File: config.mk
export PLATFORM = sky130hd
export DESIGN_NAME = mac_seg_rx_deframer
export DESIGN_NICKNAME = d
export VERILOG_FILES = /design/src/rtl/mac_seg_rx_deframer.sv
export SDC_FILE = /design/constraint.sdc
export NUM_CORES = 1
export LEC_CHECK = 0
export ABC_AREA = 1
export BUFFER_PORTS_ARGS = -buffer_cell sky130_fd_sc_hd__buf_4
export CELL_PAD_IN_SITES_DETAIL_PLACEMENT = 0
export CELL_PAD_IN_SITES_GLOBAL_PLACEMENT = 1
export CORE_AREA = 2 2 258 260
export CTS_BUF_LIST = sky130_fd_sc_hd__clkbuf_8 sky130_fd_sc_hd__clkbuf_16
export DETAILED_ROUTE_END_ITERATION = 10
export DIE_AREA = 0 0 260 262
export PLACE_DENSITY = 0.59
export SLEW_MARGIN = 5
export SYNTH_ARGS = -nofsm -noshare
export SYNTH_HDL_FRONTEND = slang
export SYNTH_SLANG_ARGS = --single-unit
File: constraint.sdc
create_clock -name clk -period 22.5 [get_ports clk]
set_input_delay 4.5 -clock clk [delete_from_list [all_inputs] [get_ports clk]]
set_output_delay 4.5 -clock clk [all_outputs]
set_load 0.005 [all_outputs]
File: src/rtl/mac_seg_rx_deframer.sv
// Intel MAC segmented RX stream to MFB deframer, one 8-byte MFB region per MAC segment.
// Define MAC_SEG_RX_STATS_EN to build the saturating STAT_* counters; otherwise they read 0.
module mac_seg_rx_deframer #(
    parameter int SEGMENTS      = 4,
    parameter int MAX_FRAME_LEN = 16383,
    parameter int LEN_WIDTH     = 16,
    parameter int CNT_WIDTH     = 32
) (
    input  logic                   clk,
    input  logic                   reset,
    input  logic [SEGMENTS*64-1:0] rx_mac_data,
    input  logic [SEGMENTS-1:0]    rx_mac_inframe,
    input  logic [SEGMENTS*3-1:0]  rx_mac_eop_empty,
    input  logic [SEGMENTS-1:0]    rx_mac_fcs_error,
    input  logic [SEGMENTS*2-1:0]  rx_mac_error,
    input  logic                   rx_mac_valid,
    output logic [SEGMENTS*64-1:0] tx_mfb_data,
    output logic [SEGMENTS-1:0]    tx_mfb_sof,
    output logic [SEGMENTS-1:0]    tx_mfb_eof,
    output logic [SEGMENTS*3-1:0]  tx_mfb_eof_pos,
    output logic [SEGMENTS-1:0]    tx_mfb_error,
    output logic                   tx_mfb_src_rdy,
    output logic [CNT_WIDTH-1:0]   stat_frames,
    output logic [CNT_WIDTH-1:0]   stat_err_frames,
    output logic [CNT_WIDTH-1:0]   stat_oversize
);

    typedef enum logic [1:0] {HUNT, IDLE, FRAME} state_t;

    localparam logic [31:0] MAX_LEN = MAX_FRAME_LEN;

    state_t                state, state_nxt;
    logic                  prev_inframe;
    logic                  prev;
    logic [LEN_WIDTH-1:0]  len, len_nxt, final_len;
    logic [LEN_WIDTH:0]    len_ext;
    logic [SEGMENTS-1:0]   sof_c, eof_c, err_c, over_c;
    logic [SEGMENTS*3-1:0] eof_pos_c;
    logic                  emit_c;

    // The FSM walks all segments of the word in order within one cycle.
    always_comb begin
        // NOTE: every variable gets a default before the loop so no latch is inferred.
        state_nxt = state;
        len_nxt   = len;
        prev      = prev_inframe;
        sof_c     = '0;
        eof_c     = '0;
        err_c     = '0;
        over_c    = '0;
        eof_pos_c = '0;
        emit_c    = 1'b0;
        len_ext   = '0;
        final_len = '0;
        for (int i = 0; i < SEGMENTS; i++) begin
            unique case (state_nxt)
                HUNT: begin
                    if (!rx_mac_inframe[i]) state_nxt = IDLE;
                end
                IDLE: begin
                    if (rx_mac_inframe[i] && !prev) begin
                        sof_c[i]  = 1'b1;
                        emit_c    = 1'b1;
                        len_nxt   = LEN_WIDTH'(8);
                        state_nxt = FRAME;
                    end
                end
                FRAME: begin
                    emit_c = 1'b1;
                    if (rx_mac_inframe[i]) begin
                        len_ext = {1'b0, len_nxt} + (LEN_WIDTH+1)'(8);
                        len_nxt = len_ext[LEN_WIDTH] ? {LEN_WIDTH{1'b1}} : len_ext[LEN_WIDTH-1:0];
                    end else begin
                        len_ext   = {1'b0, len_nxt} + (LEN_WIDTH+1)'(8)
                                  - (LEN_WIDTH+1)'(rx_mac_eop_empty[3*i +: 3]);
                        final_len = len_ext[LEN_WIDTH] ? {LEN_WIDTH{1'b1}} : len_ext[LEN_WIDTH-1:0];
                        over_c[i] = 32'(final_len) > MAX_LEN;
                        eof_c[i]  = 1'b1;
                        eof_pos_c[3*i +: 3] = 3'd7 - rx_mac_eop_empty[3*i +: 3];
                        err_c[i]  = rx_mac_fcs_error[i] | (|rx_mac_error[2*i +: 2]) | over_c[i];
                        state_nxt = IDLE;
                    end
                end
                default: state_nxt = HUNT;
            endcase
            prev = rx_mac_inframe[i];
        end
    end

    // Idle-bus words (valid low) leave all deframing context untouched.
    always_ff @(posedge clk or posedge reset) begin
        if (reset) begin
            state        <= HUNT;
            len          <= '0;
            prev_inframe <= 1'b1;
        end else if (rx_mac_valid) begin
            // NOTE: sequential state uses non-blocking assignments only.
            state        <= state_nxt;
            len          <= len_nxt;
            prev_inframe <= rx_mac_inframe[SEGMENTS-1];
        end
    end

    always_ff @(posedge clk or posedge reset) begin
        if (reset) begin
            tx_mfb_data    <= '0;
            tx_mfb_sof     <= '0;
            tx_mfb_eof     <= '0;
            tx_mfb_eof_pos <= '0;
            tx_mfb_error   <= '0;
            tx_mfb_src_rdy <= 1'b0;
        end else begin
            tx_mfb_data    <= rx_mac_data;
            tx_mfb_sof     <= rx_mac_valid ? sof_c : '0;
            tx_mfb_eof     <= rx_mac_valid ? eof_c : '0;
            tx_mfb_eof_pos <= rx_mac_valid ? eof_pos_c : '0;
            tx_mfb_error   <= rx_mac_valid ? err_c : '0;
            tx_mfb_src_rdy <= rx_mac_valid & emit_c;
        end
    end

`ifdef MAC_SEG_RX_STATS_EN
    localparam int CW = $clog2(SEGMENTS + 1);

    logic [CW-1:0] n_eof, n_err, n_over;

    function automatic logic [CNT_WIDTH-1:0] sat_add(input logic [CNT_WIDTH-1:0] a,
                                                     input logic [CW-1:0] b);
        logic [CNT_WIDTH:0] s;
        s = {1'b0, a} + (CNT_WIDTH+1)'(b);
        return s[CNT_WIDTH] ? {CNT_WIDTH{1'b1}} : s[CNT_WIDTH-1:0];
    endfunction

    // Several frames can end in one word, so counters step by a per-word count.
    always_comb begin
        n_eof  = '0;
        n_err  = '0;
        n_over = '0;
        for (int i = 0; i < SEGMENTS; i++) begin
            n_eof  = n_eof  + CW'(eof_c[i]);
            n_err  = n_err  + CW'(eof_c[i] & err_c[i]);
            n_over = n_over + CW'(eof_c[i] & over_c[i]);
        end
    end

    always_ff @(posedge clk or posedge reset) begin
        if (reset) begin
            stat_frames     <= '0;
            stat_err_frames <= '0;
            stat_oversize   <= '0;
        end else if (rx_mac_valid) begin
            stat_frames     <= sat_add(stat_frames, n_eof);
            stat_err_frames <= sat_add(stat_err_frames, n_err);
            stat_oversize   <= sat_add(stat_oversize, n_over);
        end
    end
`else
    assign stat_frames     = '0;
    assign stat_err_frames = '0;
    assign stat_oversize   = '0;
`endif

endmodule

==> results.toml <==
[synthesis]
synth_area_leader_cell = "dfrtp_1"
synth_mux_area_share_pct = 0
synthTopCellsByArea = "dfrtp_1 (58%), nand2_1 (7.9%), buf_4 (5.6%)"
yosysSeqAreaShare_pct = 58.26
yosys_register_bits = 300
synthAdderAreaFrac_pct = 3.068
synth_compound_area_share_pct = 6.252
synth_top_area_share_pct = 58.05
synthXorXnorAreaFrac_pct = 0.5436
yosys_most_used_dff = "dfrtp_1"
yosys_warnings = 0
synth_common_cells = "dfrtp_1 (299), nand2_1 (271), inv_1 (161), buf_4 (96), nor2_1 (89)"
async_flop_share_pct = 100.0
yosys.area_share.simple_pct = 20.62
ys_types = 49
synth_edf_count = 0
netlist_instances = 1316
synth_top_family_by_area = "simple AND/OR/NAND/NOR gates"
synth.most_common_cell = "dfrtp_1"
syn_avg_cell_area_um2 = 9.794
synth_area_mm2 = 0.01289

[cts]
clkTransAtPathRegs_ns = 0.06
clkSinkCount = 300
cts_tree = "built"
clock_tree.buffer_depth = 3
postCtsSetupBuffers = 0
clk_latency_ns = 0.56
cts-hold-fix-buffers = 0
cts_root_buf = "clkbuf_16"
cts_buffers = 40
cts_resized = 0
htree_levels = 2

[global_route]
grt_max_degree = 119
grt_util_met1_pct = 25.44
busiest_layer = "met2"
track_usage_pct = 21.52
grt_pass1_wl_mm = 100.1
grt_use_met3_pct = 7.687
grtUsageMet2_pct = 36.75
grt-ovfl-total = 0
grt_pass1_vias = 11557
antenna_found_initial = 38

[min_path]
hp-class = "flip-flop to flip-flop"
worstHoldEndpoint = "prev_inframe"
hold_start = "prev_inframe"
min_path_cells = 2

[place]
gp_congestion = 0.8887
dp_hpwl_mm = 63.11
placed_area_mm2 = 0.01782
portBuffers = 567

[finish]
fin_area_mm2 = 0.01914
drive_gt1_share_pct = 37.73
utilization_pct = 29.33
area_growth_pct = 48.54
nets = 2228

[setup_path]
worstReg2RegEnd = "tx_mfb_error[3]"
reg2reg_slack_ns = 16.70
cpPeakStageDelay_ns = 0.64
reg2reg_from = "state[1]"
crit_arrival_ns = 9.71
path_common_cell = "nand2_1"
crit_path_end_kind = "flip-flop"
path_max_fanout = 14
critical_path_class = "input pin to flip-flop"
worstPathRequired_ns = 22.96
cpMaxStageDelayCell = "o21ai_1"
r2r_cells = 33
cp-start-kind = "input pin"

[routing]
drt-total-wl_mm = 76.04
wire_per_inst_um = 27.05
drt_iter0_markers = 916
routed_via_density = 4.104
num_vias = 11535
drtPass1Iterations = 5
ant_nets = 0
drcViolationCount = 0

[timing]
hold_violations = 0
tightest_slew_ns = 0.9120
period_needed_ns = 9.254
finClkSkew_ns = 0.01044
fin_setup_tns_ns = 0
rsz0062_at_grt = "false"
drv_slew = 0
timing.final.crit_share_pct = 41.13
setup_viol = 0
timing.slew.headroom_pct = 39.20
maxClockFrequency_mhz = 108.1

[floorplanning]
rows = 94
core_area_mm2 = 0.06528
fp.dieArea_mm2 = 0.06812
die_w_um = 260
io_pins = 664
start_util_pct = 19.75
fp.dieH_um = 262

[job]
maxCapViolations = 0

[pwr]
power.density_mw_per_mm2 = 120.9
peakVddDrop_v = 0.00004634
p_leak_nw = 10.02

[run_status]
status = "finished, final reports clean"
-- worst max-delay path, delay by kind of cell --
family | cells | cell delay (ns)
AO/OA/AOI/OAI | 4 | 1.21
adder cells (fa/ha/maj) | 2 | 0.48
buffers and inverters | 3 | 0.27
AND/OR/NAND/NOR | 24 | 3.22
-- placed cells by master, fill, tap and decap left out, types with 22 or more instances in the layout --
| cell | instances |
|---|---|
| nand4_1 | 22 |
| clkbuf_16 | 40 |
| nand2_2 | 42 |
| nor2_1 | 89 |
| nand2_1 | 271 |
| conb_1 | 96 |
| o21ai_0 | 57 |
| buf_4 | 571 |
| a21oi_1 | 43 |
| dfrtp_1 | 299 |
| ha_1 | 30 |
| inv_1 | 173 |
| nand3_1 | 59 |
-- sequential cells by signal, indices dropped and copies added, names as in the netlist --
register / count
len: 16
tx_mfb_eof: 4
tx_mfb_error: 4
tx_mfb_eof_pos: 12
prev_inframe: 1
tx_mfb_src_rdy: 1
state: 2
tx_mfb_sof: 4
tx_mfb_data: 256
-- stage by stage --
step	instances	hold slack, ns	setup WS, ns	total power, W
finish	2811	0.4991	13.25	0.002314
detailed placement	2732	0.4988	12.70	0.001679
global route	2805	0.5149	12.67	0.002475
CTS	2804	0.5046	13.28	0.002336
floorplan	1411	0.4592	9.712	0.001300
global placement	2732	0.5073	12.74	0.001691
-- cell families after synthesis --
| logic type | count (synthesis) |
|---|---|
| AND/OR/NAND/NOR | 547 |
| XOR/XNOR | 8 |
| adder cells (fa/ha/maj) | 31 |
| AO/OA/AOI/OAI | 143 |
| buffers and inverters | 286 |
| flip-flops | 300 |
| other | 1 |
-- routing by layer --
layer	vias up	share of wire, %	routed length [µm]
li1	5162	-	-
met1	5674	39	29350
met2	536	49	37580
met3	119	9.2	7008
met4	44	2.4	1821
met5	-	0.38	287
-- how the worst max path moves through the flow --
stage / start / cells after the start / end / slack (ns)
floorplan: reset / 1 / len[0] / 9.71
global placement: rx_mac_inframe[0] / 33 / tx_mfb_error[3] / 12.74
detailed placement: rx_mac_inframe[0] / 33 / tx_mfb_error[3] / 12.70
CTS: rx_mac_inframe[0] / 33 / tx_mfb_error[3] / 13.28
global route: rx_mac_inframe[0] / 33 / tx_mfb_error[3] / 12.67
finish: rx_mac_inframe[0] / 33 / tx_mfb_error[3] / 13.25
-- where the power goes --
| group | total [W] | internal [W] | leakage, nW | switching [W] |
|---|---|---|---|---|
| combinational | 0.00105 | 0.000313 | 5.77 | 0.000735 |
| sequential | 0.000628 | 0.000582 | 3.56 | 0.0000459 |
| clock | 0.000639 | 0.000379 | 0.693 | 0.000259 |
| total | 0.00231 | 0.00127 | 10.0 | 0.00104 |
-- area by class of cell --
class | instances | area [µm²]
antenna | 7 | 17.52
clock buffer | 46 | 1084
clock inverter | 26 | 225.2
fill | 6948 | 46130
inverter | 172 | 653.1
multi-input combinational | 825 | 4289
sequential | 300 | 7508
tap | 864 | 1081
timing repair buffer | 571 | 4287
(Power assumes the default switching activity.)
